$ cat config.mk
export PLATFORM = sky130hd
export DESIGN_NAME = player_serial_flat
export DESIGN_NICKNAME = d
export VERILOG_FILES = /design/src/rtl/player_serial_pkg.sv /design/src/rtl/player_serial_if.sv /design/src/rtl/player_perm.sv /design/src/rtl/player_serial.sv /design/src/flat_wrapper.sv
export SDC_FILE = /design/constraint.sdc
export NUM_CORES = 1
export LEC_CHECK = 0
export CORE_MARGIN = 5
export CORE_UTILIZATION = 50
export DETAILED_ROUTE_END_ITERATION = 7
export HOLD_SLACK_MARGIN = 0.05
export PLACE_DENSITY = 0.68
export SYNTH_ARGS = -nofsm -noshare
export SYNTH_HDL_FRONTEND = slang
export SYNTH_SLANG_ARGS = --single-unit
$ cat constraint.sdc
create_clock -name clk -period 5.45 [get_ports clk]
set_clock_uncertainty 0.1 [all_clocks]
set_input_delay 1.09 -clock clk [delete_from_list [all_inputs] [get_ports clk]]
set_output_delay 1.09 -clock clk [all_outputs]
set_load 0.01 [all_outputs]
$ cat src/rtl/player_serial_pkg.sv
// Shared constants, FSM state encoding and the pLayer bit-destination helper for player_serial.
// Optional inverse permutation is enabled with the PLAYER_INV_EN macro.
package player_serial_pkg;

    localparam int DEF_WIDTH = 88;
    localparam int DEF_CHUNK = 8;
    localparam int N_SBOX    = DEF_WIDTH / 4;

    typedef enum logic [1:0] {
        LOAD  = 2'd0,
        PERM  = 2'd1,
        DRAIN = 2'd2
    } state_e;

    // Destination of source bit j; the top bit is always a fixed point.
    function automatic int perm_dest(input int j, input int width, input bit inv);
        if (j == width - 1) begin
            return j;
        end
        if (inv) begin
            return (4 * j) % (width - 1);
        end
        return (j * (width / 4)) % (width - 1);
    endfunction

endpackage

$ cat src/rtl/player_serial_if.sv
// Stream bus of player_serial: CHUNK-bit input and output streams plus index/busy/state observation.
// Shared by both builds (PLAYER_INV_EN adds only a top-level port).
interface player_serial_if
    import player_serial_pkg::*;
#(
    parameter int WIDTH = DEF_WIDTH,
    parameter int CHUNK = DEF_CHUNK
) ();

    localparam int NCHUNK = WIDTH / CHUNK;
    localparam int IDXW   = (NCHUNK > 1) ? $clog2(NCHUNK) : 1;

    // Handshake: a word moves on a rising clk edge where valid && ready are both high.
    // The sender holds data and valid stable until that edge; ready may depend on state only.
    logic [CHUNK-1:0] in_data;
    logic             in_valid;
    logic             in_ready;
    logic [CHUNK-1:0] out_data;
    logic             out_valid;
    logic             out_ready;
    logic [IDXW-1:0]  chunk_idx;
    logic             busy;
    state_e           state;

    modport master (
        output in_data, in_valid, out_ready,
        input  in_ready, out_data, out_valid, chunk_idx, busy, state
    );

    modport slave (
        input  in_data, in_valid, out_ready,
        output in_ready, out_data, out_valid, chunk_idx, busy, state
    );

endinterface

$ cat src/rtl/player_perm.sv
// Combinational Spongent pLayer over the full WIDTH-bit state.
// With PLAYER_INV_EN defined an inv_i input selects the inverse permutation.
module player_perm
    import player_serial_pkg::*;
#(
    parameter int WIDTH = DEF_WIDTH
) (
    input  logic [WIDTH-1:0] data_i,
`ifdef PLAYER_INV_EN
    input  logic             inv_i,
`endif
    output logic [WIDTH-1:0] data_o
);

    logic [WIDTH-1:0] fwd_w;

    for (genvar j = 0; j < WIDTH; j++) begin : g_fwd
        assign fwd_w[perm_dest(j, WIDTH, 1'b0)] = data_i[j];
    end

`ifdef PLAYER_INV_EN
    logic [WIDTH-1:0] inv_w;

    for (genvar j = 0; j < WIDTH; j++) begin : g_inv
        assign inv_w[perm_dest(j, WIDTH, 1'b1)] = data_i[j];
    end

    assign data_o = inv_i ? inv_w : fwd_w;
`else
    assign data_o = fwd_w;
`endif

endmodule

$ cat src/rtl/player_serial.sv
// Streaming pLayer: loads NCHUNK words, permutes the whole state in one cycle, drains NCHUNK words.
// Defining PLAYER_INV_EN adds an inv port that selects the inverse permutation per state.
module player_serial
    import player_serial_pkg::*;
#(
    parameter int WIDTH = DEF_WIDTH,
    parameter int CHUNK = DEF_CHUNK
) (
    input  logic           clk,
    input  logic           rst,
`ifdef PLAYER_INV_EN
    input  logic           inv,
`endif
    player_serial_if.slave bus
);

    localparam int NCHUNK = WIDTH / CHUNK;
    localparam int IDXW   = (NCHUNK > 1) ? $clog2(NCHUNK) : 1;
    localparam logic [IDXW-1:0] LAST_IDX = IDXW'(NCHUNK - 1);

    state_e           state_q, state_d;
    logic [IDXW-1:0]  idx_q, idx_d;
    logic [WIDTH-1:0] buf_q, buf_d;
    logic [WIDTH-1:0] perm_w;

`ifdef PLAYER_INV_EN
    logic inv_q;

    // inv is captured together with the final input word, i.e. on the edge entering PERM.
    always_ff @(posedge clk or negedge rst) begin
        if (!rst) begin
            inv_q <= 1'b0;
        end else if (state_q == LOAD && bus.in_valid && idx_q == LAST_IDX) begin
            inv_q <= inv;
        end
    end

    player_perm #(.WIDTH(WIDTH)) u_perm (
        .data_i (buf_q),
        .inv_i  (inv_q),
        .data_o (perm_w)
    );
`else
    player_perm #(.WIDTH(WIDTH)) u_perm (
        .data_i (buf_q),
        .data_o (perm_w)
    );
`endif

    always_ff @(posedge clk or negedge rst) begin
        if (!rst) begin
            state_q <= LOAD;
            idx_q   <= '0;
            buf_q   <= '0;
        end else begin
            state_q <= state_d;
            idx_q   <= idx_d;
            buf_q   <= buf_d;
        end
    end

    always_comb begin
        state_d       = state_q;
        idx_d         = idx_q;
        buf_d         = buf_q;
        bus.in_ready  = 1'b0;
        bus.out_valid = 1'b0;
        bus.out_data  = '0;
        bus.busy      = 1'b0;
        case (state_q)
            LOAD: begin
                bus.in_ready = 1'b1;
                if (bus.in_valid) begin
                    buf_d[idx_q*CHUNK +: CHUNK] = bus.in_data;
                    if (idx_q == LAST_IDX) begin
                        idx_d   = '0;
                        state_d = PERM;
                    end else begin
                        idx_d = idx_q + 1'b1;
                    end
                end
            end
            PERM: begin
                bus.busy = 1'b1;
                buf_d    = perm_w;
                state_d  = DRAIN;
            end
            DRAIN: begin
                bus.busy      = 1'b1;
                bus.out_valid = 1'b1;
                bus.out_data  = buf_q[idx_q*CHUNK +: CHUNK];
                if (bus.out_ready) begin
                    if (idx_q == LAST_IDX) begin
                        idx_d   = '0;
                        state_d = LOAD;
                    end else begin
                        idx_d = idx_q + 1'b1;
                    end
                end
            end
            default: begin
                state_d = LOAD;
                idx_d   = '0;
            end
        endcase
    end

    assign bus.chunk_idx = idx_q;
    assign bus.state     = state_q;

endmodule
$ cat src/flat_wrapper.sv
// flat-port wrapper written by rule: the top's interface ports become plain ports
module player_serial_flat import player_serial_pkg::*;
#(
    parameter int WIDTH = DEF_WIDTH,
    parameter int CHUNK = DEF_CHUNK
)
  (clk, rst, bus_in_data, bus_in_valid, bus_out_ready, bus_in_ready, bus_out_data, bus_out_valid, bus_chunk_idx, bus_busy, bus_state);
  player_serial_if #(.WIDTH(WIDTH), .CHUNK(CHUNK)) bus_i ();
  input  logic clk;
  input  logic rst;
  input wire logic [$bits(bus_i.in_data)-1:0] bus_in_data;
  input wire logic [$bits(bus_i.in_valid)-1:0] bus_in_valid;
  input wire logic [$bits(bus_i.out_ready)-1:0] bus_out_ready;
  output wire logic [$bits(bus_i.in_ready)-1:0] bus_in_ready;
  output wire logic [$bits(bus_i.out_data)-1:0] bus_out_data;
  output wire logic [$bits(bus_i.out_valid)-1:0] bus_out_valid;
  output wire logic [$bits(bus_i.chunk_idx)-1:0] bus_chunk_idx;
  output wire logic [$bits(bus_i.busy)-1:0] bus_busy;
  output wire logic [$bits(bus_i.state)-1:0] bus_state;
  assign bus_i.in_data = bus_in_data;
  assign bus_i.in_valid = bus_in_valid;
  assign bus_i.out_ready = bus_out_ready;
  assign bus_in_ready = bus_i.in_ready;
  assign bus_out_data = bus_i.out_data;
  assign bus_out_valid = bus_i.out_valid;
  assign bus_chunk_idx = bus_i.chunk_idx;
  assign bus_busy = bus_i.busy;
  assign bus_state = bus_i.state;
  player_serial #(.WIDTH(WIDTH), .CHUNK(CHUNK)) u_core (.clk(clk), .rst(rst), .bus(bus_i));
endmodule
==> out/results.tsv <==
metric	value	unit
syn_inst	558	
startpoint	u_core.bus.chunk_idx[1]$_DFFE_PN0P_	
synth_area	0.005585	sq mm
reg2reg_from	u_core.bus.chunk_idx[0]$_DFFE_PN0P_	
crit_type	flop to output port	
outcome	complete, no violations	
cts_buffers	9	
ys_types	58	
die_area	0.01338	sq mm
start_util	51.30	%
synthesis.nets	578	
die_h	115.7	um
cts_tree	yes	
synthFlopType	dfrtp_1	
firstDrtPassIters	6	
ant_nets	0	
die_w	115.7	um
routabilityCongestion	0.9452	
routed-via-count	4884	
post_cts_resized	0	
synth_top_area_share	42.11	%
worstPathRequired	4.26	ns
drt-wirelength-per-cell	26.08	um
power.density	608.1	mW/mm^2
numPortBuffers	28	
ys_async_sr_fraction	100.0	%
post_cts_buffers	0	
slew_headroom	29.32	%
period_needed	4.313	ns
drive_gt1_share	15.33	%
overflow	0	
clockRootBuffer	clkbuf_8	
cts.clk_slew.worst_paths	0.10	ns
htreeDepth	3	
track_usage	29.06	%
antenna_found_initial	0	
clk_latency	0.39	ns
core	0.01089	sq mm
io_pins	29	
postSynthAreaPerCell	10.01	sq um
rsz0062_at_grt	no	
drv_slew	0	
hold_path_class	flop to flop	
synth-edff-count	0	
synth_area_leader_cell	dfrtp_1	
leakage	2.493	nW
ys_seq_area_share	42.11	%
syn_to_final_growth	9.431	%
nFillCells	968	
hpwl	12840	um
reg2reg_depth	8	
viasPerCell	6.840	
crit_arrival	3.12	ns
ff2ff_setup_slack	1.43	ns
hold_violations	0	
finalNetCount	590	
startpoint_type	flop	
grt_pass1_vias	4802	
cpMaxStageDelayCell	nor2_1	
irDropWorstVdd	0.4274	mV
clock_sinks	94	
clk_path_buf_depth	2	
critPathMaxFanout	33	
fmax	231.9	MHz
whs	0.4270	ns
maxCapViolations	0	
ctsHoldBuffers	0	
setup_viol	0	
r2r-end	u_core.buf_q[26]$_DFFE_PN0P_	
synth.area.top_cells	dfrtp_1 (42%), mux4_2 (6.5%), mux2_2 (6.3%), nand2_1 (4.4%), a21oi_1 (4.0%)	
drt_drc_violations_left	0	
rows	38	
drt_iter0_drc	890	
diodes	0	
grt_pass1_wl	28830	um
fin_util	56.14	%
setup_tns	0	ns
cp-end-kind	output port	
crit_chain	buf_4 -> inv_1 -> nor2_1 -> o2bb2ai_1 -> a21oi_1 -> a311oi_1 -> clkdlybuf4s50_1	
ys_warn_count	0	
worst_pin_slew	1.051	ns
cp-endpoint	bus_out_data[1]	
ys_seq_elements	94	
slowest_delay	0.62	ns
grt_max_degree	78	
period_share	79.14	%
routed_wl	18620	um
-- worst max-delay path, delay by kind of cell (launching register included) --
family | cells | cell delay, ns
flip-flops | 1 | 0.34
AO/OA/AOI/OAI | 3 | 0.63
buffers and inverters | 3 | 1.14
AND/OR/NAND/NOR | 1 | 0.62
-- layout by cell type, fill, tap and decap left out, types with 9 or more instances in the layout --
master,n
dfrtp_1,93
nand2_1,66
a21oi_1,45
nor2_1,35
o21ai_0,33
mux2_2,31
clkdlybuf4s50_1,27
inv_1,23
a22oi_1,21
mux4_2,16
o22ai_1,16
a22o_1,15
mux2i_1,12
clkbuf_8,12
buf_4,9
-- registers in the layout (all words and copies together), names as in the netlist --
name and count:
u_core.buf_q 88, u_core.bus.chunk_idx 4, u_core.bus.state 2
-- power by group --
| group | switching, W | total [W] | internal (W) |
|---|---|---|---|
| Clock | 0.000254 | 0.000454 | 0.000200 |
| Combinational | 0.00115 | 0.00194 | 0.000787 |
| Sequential | 0.000343 | 0.00132 | 0.000979 |
-- worst min path at each step --
stage                                       from                            to  cells past startpoint
finish              u_core.buf_q[58]$_DFFE_PN0P_  u_core.buf_q[58]$_DFFE_PN0P_                      2
global route        u_core.buf_q[53]$_DFFE_PN0P_  u_core.buf_q[53]$_DFFE_PN0P_                      2
CTS                 u_core.buf_q[58]$_DFFE_PN0P_  u_core.buf_q[58]$_DFFE_PN0P_                      2
detailed placement  u_core.buf_q[58]$_DFFE_PN0P_  u_core.buf_q[58]$_DFFE_PN0P_                      2
global placement    u_core.buf_q[58]$_DFFE_PN0P_  u_core.buf_q[58]$_DFFE_PN0P_                      2
floorplan           u_core.buf_q[29]$_DFFE_PN0P_  u_core.buf_q[29]$_DFFE_PN0P_                      2
-- synth_stat cells, types with 12 or more instances --
| master | number |
|---|---|
| inv_1 | 23 |
| o21ai_0 | 33 |
| mux4_2 | 16 |
| nor2_1 | 35 |
| a21oi_1 | 45 |
| clkbuf_1 | 15 |
| a22oi_1 | 21 |
| nand2_1 | 66 |
| dfrtp_1 | 94 |
| mux2i_1 | 12 |
| o22ai_1 | 16 |
| a22o_1 | 15 |
| mux2_2 | 31 |
| buf_2 | 13 |
-- metrics by stage --
stage	total power, W	worst slack (ns)	instance area, sq um	instances
3_5_place_dp	0.003213	1.570	5928	699
6_report	0.003717	1.137	6112	714
2_1_floorplan	0.002610	2.356	5585	558
4_1_cts	0.003672	1.135	6112	714
5_1_grt	0.003909	0.9997	6112	714
3_3_place_gp	0.003179	1.603	5928	699
-- per-layer routing --
metal,global-route usage [%],routed length (um)
met1,40.68,7436
met2,43.17,8238
met3,6.214,1932
met4,14.23,1013
met5,0,0
-- final cells by class --
cell class / count / area (sq um) / share of cell area (%)
clock buffer: 12 / 165.2 / 2.702
timing repair buffer: 36 / 337.8 / 5.527
inverter: 27 / 101.3 / 1.658
sequential: 94 / 2354 / 38.51
tap: 140 / 175.2 / 2.866
clock inverter: 3 / 18.77 / 0.3071
multi-input combinational: 402 / 2960 / 48.43
-- cells by family after synthesis --
logic type / count (synthesis) / share of synthesized area (%)
adders and majority gates: 8 / 1.792
and+or+nand+nor: 147 / 13.02
xor gates and xnor gates: 1 / 0.4929
muxes: 59 / 14.85
AOI/OAI and AO/OA: 187 / 22.81
buffers and inverters: 62 / 4.928
DFF: 94 / 42.11
(Power assumes the default switching activity.)
